$ cat src/rtl/ps2_host_tx.sv
// PS/2 host-to-device transmitter: inhibits the bus, requests to send, shifts one command
// byte out on device clock falls and checks the device ACK, with a bus-activity timeout.
module ps2_host_tx #(
  parameter int INHIBIT_CYCLES = 840,
  parameter int TIMEOUT_CYCLES = 105000,
  parameter int FILTER_LEN     = 4
) (
  input  logic       clk7,
  input  logic       rst_n,
  input  logic [7:0] tx_data,
  input  logic       tx_valid,
  output logic       tx_ready,
  input  logic       ps2_clk_in,
  input  logic       ps2_din_in,
  output logic       ps2_clk_oe,
  output logic       ps2_dat_oe,
  output logic       rx_inhibit,
  output logic       tx_done,
  output logic       tx_error
);

  // state     | meaning
  // IDLE      | lines released, ready for a command byte
  // INHIBIT   | host holds clock low
  // REQ       | clock and data low (start bit), one cycle
  // BITS      | device clocks data, parity, stop; 11th fall samples ACK
  // WAIT_IDLE | waiting for both lines to return high
  localparam logic [2:0] IDLE      = 3'd0;
  localparam logic [2:0] INHIBIT   = 3'd1;
  localparam logic [2:0] REQ       = 3'd2;
  localparam logic [2:0] BITS      = 3'd3;
  localparam logic [2:0] WAIT_IDLE = 3'd4;

  localparam int IW = $clog2(INHIBIT_CYCLES + 1);
  localparam int TW = $clog2(TIMEOUT_CYCLES + 1);
  localparam int FW = (FILTER_LEN > 1) ? $clog2(FILTER_LEN) : 1;
  localparam logic [IW-1:0] INH_END = IW'(INHIBIT_CYCLES);
  localparam logic [TW-1:0] TO_END  = TW'(TIMEOUT_CYCLES);
  localparam logic [FW-1:0] FLT_END = FW'(FILTER_LEN - 1);

  logic [2:0]    state;
  logic [7:0]    data;
  logic          parity;
  logic [3:0]    n;
  logic [IW-1:0] inh_cnt;
  logic [TW-1:0] timer;
  logic          clk_oe_r;
  logic          dat_oe_r;

  logic [1:0]    clk_sync;
  logic [1:0]    dat_sync;
  logic [FW-1:0] clk_flt_cnt;
  logic [FW-1:0] dat_flt_cnt;
  logic          fclk;
  logic          fdat;
  logic          fclk_d;

  logic          fall;
  logic          timeout;
  logic          ack_fall;

  always_ff @(posedge clk7 or negedge rst_n) begin
    if (!rst_n) begin
      clk_sync <= 2'b11;
      dat_sync <= 2'b11;
    end else begin
      clk_sync <= {clk_sync[0], ps2_clk_in};
      dat_sync <= {dat_sync[0], ps2_din_in};
    end
  end

  // A filtered value only follows the synchronised input after FILTER_LEN equal samples.
  always_ff @(posedge clk7 or negedge rst_n) begin
    if (!rst_n) begin
      fclk        <= 1'b1;
      clk_flt_cnt <= '0;
    end else if (clk_sync[1] == fclk) begin
      clk_flt_cnt <= '0;
    end else if (clk_flt_cnt == FLT_END) begin
      fclk        <= clk_sync[1];
      clk_flt_cnt <= '0;
    end else begin
      clk_flt_cnt <= clk_flt_cnt + FW'(1);
    end
  end

  always_ff @(posedge clk7 or negedge rst_n) begin
    if (!rst_n) begin
      fdat        <= 1'b1;
      dat_flt_cnt <= '0;
    end else if (dat_sync[1] == fdat) begin
      dat_flt_cnt <= '0;
    end else if (dat_flt_cnt == FLT_END) begin
      fdat        <= dat_sync[1];
      dat_flt_cnt <= '0;
    end else begin
      dat_flt_cnt <= dat_flt_cnt + FW'(1);
    end
  end

  always_ff @(posedge clk7 or negedge rst_n) begin
    if (!rst_n) fclk_d <= 1'b1;
    else        fclk_d <= fclk;
  end

  // A fall needs fclk seen high first, so the host's own inhibit never counts as an edge.
  assign fall     = fclk_d & ~fclk;
  assign timeout  = ((state == BITS) || (state == WAIT_IDLE)) && (timer == TO_END);
  assign ack_fall = (state == BITS) && fall && (n == 4'd10);

  always_ff @(posedge clk7 or negedge rst_n) begin
    if (!rst_n) begin
      state    <= IDLE;
      data     <= '0;
      parity   <= 1'b0;
      n        <= '0;
      inh_cnt  <= '0;
      timer    <= '0;
      clk_oe_r <= 1'b0;
      dat_oe_r <= 1'b0;
    end else begin
      case (state)
        IDLE: begin
          clk_oe_r <= 1'b0;
          dat_oe_r <= 1'b0;
          if (tx_valid) begin
            data     <= tx_data;
            parity   <= ~^tx_data;
            inh_cnt  <= IW'(1);
            clk_oe_r <= 1'b1;
            state    <= INHIBIT;
          end
        end
        INHIBIT: begin
          if (inh_cnt == INH_END) begin
            dat_oe_r <= 1'b1;
            state    <= REQ;
          end else begin
            inh_cnt <= inh_cnt + IW'(1);
          end
        end
        REQ: begin
          clk_oe_r <= 1'b0;
          n        <= '0;
          timer    <= '0;
          state    <= BITS;
        end
        BITS: begin
          if (timeout) begin
            dat_oe_r <= 1'b0;
            state    <= IDLE;
          end else if (fall) begin
            timer <= '0;
            n     <= n + 4'd1;
            case (n)
              4'd0, 4'd1, 4'd2, 4'd3,
              4'd4, 4'd5, 4'd6, 4'd7: dat_oe_r <= ~data[n[2:0]];
              4'd8:                   dat_oe_r <= ~parity;
              4'd9:                   dat_oe_r <= 1'b0;
              default: begin
                dat_oe_r <= 1'b0;
                state    <= fdat ? IDLE : WAIT_IDLE;
              end
            endcase
          end else begin
            timer <= timer + TW'(1);
          end
        end
        WAIT_IDLE: begin
          dat_oe_r <= 1'b0;
          if (timeout || (fclk && fdat)) begin
            state <= IDLE;
          end else begin
            timer <= timer + TW'(1);
          end
        end
        default: begin
          clk_oe_r <= 1'b0;
          dat_oe_r <= 1'b0;
          state    <= IDLE;
        end
      endcase
    end
  end

  assign ps2_clk_oe = clk_oe_r;
  assign ps2_dat_oe = dat_oe_r;
  assign tx_ready   = (state == IDLE);
  assign rx_inhibit = (state != IDLE);
  assign tx_error   = timeout | (ack_fall & fdat);
  assign tx_done    = ~timeout & (state == WAIT_IDLE) & fclk & fdat;

endmodule

$ cat config.mk
export PLATFORM = sky130hd
export DESIGN_NAME = ps2_host_tx
export DESIGN_NICKNAME = d
export VERILOG_FILES = /design/src/rtl/ps2_host_tx.sv
export SDC_FILE = /design/constraint.sdc
export NUM_CORES = 1
export LEC_CHECK = 0
export ABC_AREA = 0
export CELL_PAD_IN_SITES_DETAIL_PLACEMENT = 1
export CELL_PAD_IN_SITES_GLOBAL_PLACEMENT = 1
export CORE_ASPECT_RATIO = 1.25
export CORE_UTILIZATION = 35
export DETAILED_ROUTE_END_ITERATION = 10
export GPL_ROUTABILITY_DRIVEN = 0
export PLACE_DENSITY = 0.63
export SLEW_MARGIN = 15
export SYNTH_ARGS = -nofsm -noshare
export SYNTH_HDL_FRONTEND = slang
export SYNTH_SLANG_ARGS = --single-unit
$ cat constraint.sdc
create_clock -name clk7 -period 2 [get_ports clk7]
set_input_delay 0.4 -clock clk7 [delete_from_list [all_inputs] [get_ports clk7]]
set_output_delay 0.4 -clock clk7 [all_outputs]
set_load 0.01 [all_outputs]
Yosys cells after proc, flatten, opt, wreduce, memory -nomap -nowiden
Index checks and enable logic that the tools add are counted.

Output and inout bits: 6. Word-level logic and storage cells: 118. Input bits: 13. Flip-flop bits (word level): 56.

Reduce and logical (&&, ||, !) cells: 24. Magnitude comparators: 1. Mux-type cells: 31. Bitwise gates (word level): 13. Equal/unequal tests: 29. Add/sub/neg operators: 5.

Operator list (count): $mux W17 (3); $pmux W17 S3 (1); $mux W3 (7); $mux W10 (2); $pmux W10 S2 (1); $add A17 B1 Y17 const B (1); $eq A17 B17 Y1 const B (1); $eq A4 B3 Y1 const B (4); $pmux W3 S5 (1); $eq A4 B4 Y1 const B (3); $ne A2 B2 Y1 const B (6); $reduce_and A3 Y1 (4); $add A10 B1 Y10 const B (1); $eq A10 B10 Y1 const B (1); $reduce_or A10 Y1 (1); $eq A4 B2 Y1 const B (2); $mux W2 (4); $mux W4 (2); $pmux W4 S2 (1); $reduce_or A8 Y1 (1); $reduce_xnor A8 Y1 (1); $not A1 Y1 (7); $eq A3 B2 Y1 const B (2); $ne A3 B3 Y1 const B (2); other kinds (24) (44).

Depth between registers and ports, before layout
Depth in word-level cells: 7. Depth in mapped cells: 8. Depth with buffers taken out: 7.

Worst setup path before layout
OpenSTA, ideal clock, no wires.

Path type: reg2out. Start: register timer[0]. End: output tx_error. Buffers on the path: 0. Cell stages (with the launch flop): 7. Required time: 1.600 ns. Data arrival time: 1.467 ns. Slack: 0.133 ns. Cell sequence: dfrtp_1 > inv_1 > ha_1 > nor4bb_1 > and4_1 > a31oi_1 > o22ai_1.

Longest elaborated chain between the ends: 3.

RTL lines: start, declared (RTL line 46) `logic [TW-1:0] timer;`; start signal, assigned (RTL line 166) `timer <= timer + TW'(1);`; start signal, assigned (RTL line 174) `timer <= timer + TW'(1);`; $eq A17 B17 Y1 (RTL line 108) `assign timeout = ((state == BITS) || (state == WAIT_IDLE)) && (timer == TO_END);`; $logic_and A1 B1 Y1 (RTL line 108); $or A1 B1 Y1 (RTL line 190) `assign tx_error = timeout | (ack_fall & fdat);`; end, declared (RTL line 19) `output logic tx_error`.

No other way between the ends.

Worst setup path after layout
Ends and elaborated chain as after synthesis.

==> run summary <==
Outcome: finished with violations
Failing checks: negative setup slack
Vias in the first global route: 2569
Final hold violations: 0
FMAX: 444 MHz
Warnings, synthesis: 0
Switch share: 26.5%
Detailed-route via count: 2455
Routed wire per std cell: 16.0 um
Die ar.: 8910 um2
LEAKAGE: 1.79 nW
Multi-input gate area: 1690 um2
Pin count of the biggest net entering global routing: 57
Final setup violation count: 15
GRT Total Usage: 18.7%
Max Root-Sink Buffers: 2
Setup CP Type: reg2out
Cells after DPL: 458
Unrepaired setup endpoints after global routing: true
First-pass GRT wire length: 13100 um
Required @ worst endpoint: 1600 ps
Worst Setup EP: tx_error
Hold buffer count at cts: 0
Crit-path max FO: 2
Clock sinks: 56
Reg2reg setup slack: -90 ps
H-tree depth: 2
DRC: 0
Via-to-Cell Ratio: 5.15
Reg clk slew, reported paths: 100 ps
Post-synth ARST share: 100%
CTS tree: built
Placed wire-length estimate: 5510 um
Slew HR: 73.5%
Pint: 1.61 mW
CP Launch Type: flop
Synthesized area: 2990 um2
Initial core utilization: 36.2%
Largest cells by area after synthesis: dfrtp_1 41%, dfstp_2 6.2%, xor2_1 5.9%
Crit path time final: 2250 ps
Worst skew pair latency: 320 ps
Post-synth top flop: dfrtp_1
FF+latch area: 1410 um2
Drt pass-1 iters: 4
Worst setup path start: timer[0]
Num CTS Buffers: 5
Largest area contributor in the netlist: dfrtp_1
Max cap viols: 0
Ant. Diodes: 0
DRT iter0 DRCs: 77
Final WL: 7620 um
Die X-Extent: 84.6 um
Area share of the largest cell type after synthesis: 41.1%
NumNets Final: 402
Clk_skew: 9.58 ps
Non-Filler Instances: 477
I/O pin cnt: 19
P&R area growth vs syn: 34.3%
Clock network power share: 29.8%
Syn Area/Cell: 9.79 um2
Hold crit path type: in2async
Antenna violations before repair: 0
Global route total overflow: 0
CTS Root Cell: clkbuf_8
Yosys reg bits: 56
Worst setup EP type: output pin
Placed Area: 3590 um2
Final Cycle Share: 113%
R2R depth: 10
WP data arrival: 1850 ps
Post-synth EDFFs: 0
Reg2reg start: timer[0]
Share of layout cells above drive strength 1: 31.8%
FILL cells: 950
Antenna viol nets, final: 0
Max VDD drop: 0.000276 V
Die Height: 105 um
Psw: 0.579 mW
Synth Net Count: 328
Register area share after synthesis: 47.2%
Finished layout cell area: 4010 um2
Worst-Margin Slew: 394 ps
IO buf count: 18
P per Cell Area: 545 nW/um2
Unique cell type count in the Yosys netlist: 50
Combinational fraction of design power: 12.6%
Count leader, synth: dfrtp_1
Gate Count Post-Synth: 305
Max-slew violation count: 0
Post-synth top cells: 49 x dfrtp_1, 36 x nand2_1, 35 x nor2_1
Final worst slack: -253 ps
Core ar.: 8240 um2
Site row count: 37
R2r endpoint: n[1]
Sequential power share: 57.6%
## cells in the final DEF, fill, tap and decap left out, types with 3 or more instances in the layout
| master | instances |
|---|---|
| buf_6 | 5 |
| nor3_1 | 5 |
| and4_1 | 4 |
| a21oi_2 | 4 |
| nor3_2 | 3 |
| a21oi_1 | 6 |
| ha_1 | 9 |
| and3_1 | 4 |
| or3_1 | 3 |
| nand3_1 | 13 |
| nand2_1 | 36 |
| a31oi_1 | 3 |
| nor2b_1 | 6 |
| clkbuf_8 | 5 |
| dfrtp_1 | 49 |
| nor2_1 | 23 |
| nand4_1 | 9 |
| buf_4 | 50 |
| and2_1 | 5 |
| clkdlybuf4s50_1 | 13 |
| dfstp_2 | 7 |
| inv_1 | 12 |
| buf_12 | 3 |
| xor2_1 | 14 |
| nor2_4 | 9 |
| buf_2 | 3 |
| nor2_2 | 4 |
| xnor2_1 | 8 |
| o21ai_0 | 14 |
| o31ai_1 | 3 |
| xor2_2 | 6 |
## how the worst min path moves through the flow
| stage | startpoint | to | slack, ps | cells after the start |
|---|---|---|---|---|
| floorplan | rst_n | clk_flt_cnt[0] | 100 | 0 |
| global placement | clk_sync[0] | clk_sync[1] | 350 | 0 |
| detailed placement | clk_sync[0] | clk_sync[1] | 350 | 0 |
| CTS | rst_n | data[4] | 70 | 2 |
| global route | rst_n | ps2_dat_oe | 90 | 2 |
| finish | rst_n | n[0] | 60 | 2 |
## what timing repair did
action / CTS / global route
setup buffers: 6 / 8
hold endpoints to repair: 0 / 0
pin swaps: 7 / 25
setup endpoints to repair: 10 / 21
gates resized for setup: 17 / 53
## per-stage QoR
stage                     hold slack (ps)  power [mW]  setup TNS, ps  setup WS (ps)  utilization, %
after floorplan                       104        1.42              0            133               -
after global placement                346        1.55           -427           -276            43.6
after detailed placement              347        1.56           -651           -351            43.6
after CTS                            69.9        2.22           -357           -173            45.6
after global routing                 92.0        2.29          -2630           -357            48.7
final                                58.0        2.19           -860           -253            48.7
## state kept, by name, indices dropped and copies added (netlist names)
signal and cells:
clk_flt_cnt 2, clk_sync 2, dat_flt_cnt 2, dat_sync 2, data 8, fclk 1
fclk_d 1, fdat 1, inh_cnt 10, n 4, parity 1, ps2_clk_oe 1
ps2_dat_oe 1, state 3, timer 17
## logic make-up after synthesis
group           Yosys count  share of synthesized area, %
simple gates            140                          24.6
flops                    56                          47.2
compound gates           47                          10.4
xor+xnor                 28                          8.21
buf+inv                  21                          3.48
fa+ha+maj                10                          4.19
mux                       3                          1.89
## cell type report
cell class / count / share of cell area (%)
Multi-Input combinational cell: 228 / 42.1
Sequential cell: 56 / 35.2
Timing Repair Buffer: 76 / 16.3
Tap cell: 97 / 3.03
Clock buffer: 5 / 1.72
Inverter: 12 / 1.12
Clock inverter: 3 / 0.562
## power by group through the flow
stage,sequential [mW],combinational [mW],clock (mW)
6_report,1.26,0.276,0.651
4_1_cts,1.26,0.279,0.677
5_1_grt,1.27,0.308,0.709
3_3_place_gp,1.28,0.270,0
3_5_place_dp,1.28,0.277,0
2_1_floorplan,1.28,0.143,0
## routing by layer
metal / up-vias / share of wire, % / GRT usage (%)
met2: 29 / 52 / 32.2
met5: - / 0 / 0
met3: 5 / 2.0 / 2.66
li1: 1202 / - / -
met4: 0 / 1.2 / 5.45
met1: 1219 / 45 / 24.5
## worst max-delay path, cell delays in order (launching register included)
cell and delay, ps:
dfrtp_1 400, inv_1 70, ha_2 170, nor4bb_4 250, and4_4 270, a31oi_1 40
o22ai_1 180, buf_2 160
(Power assumes the default switching activity.)
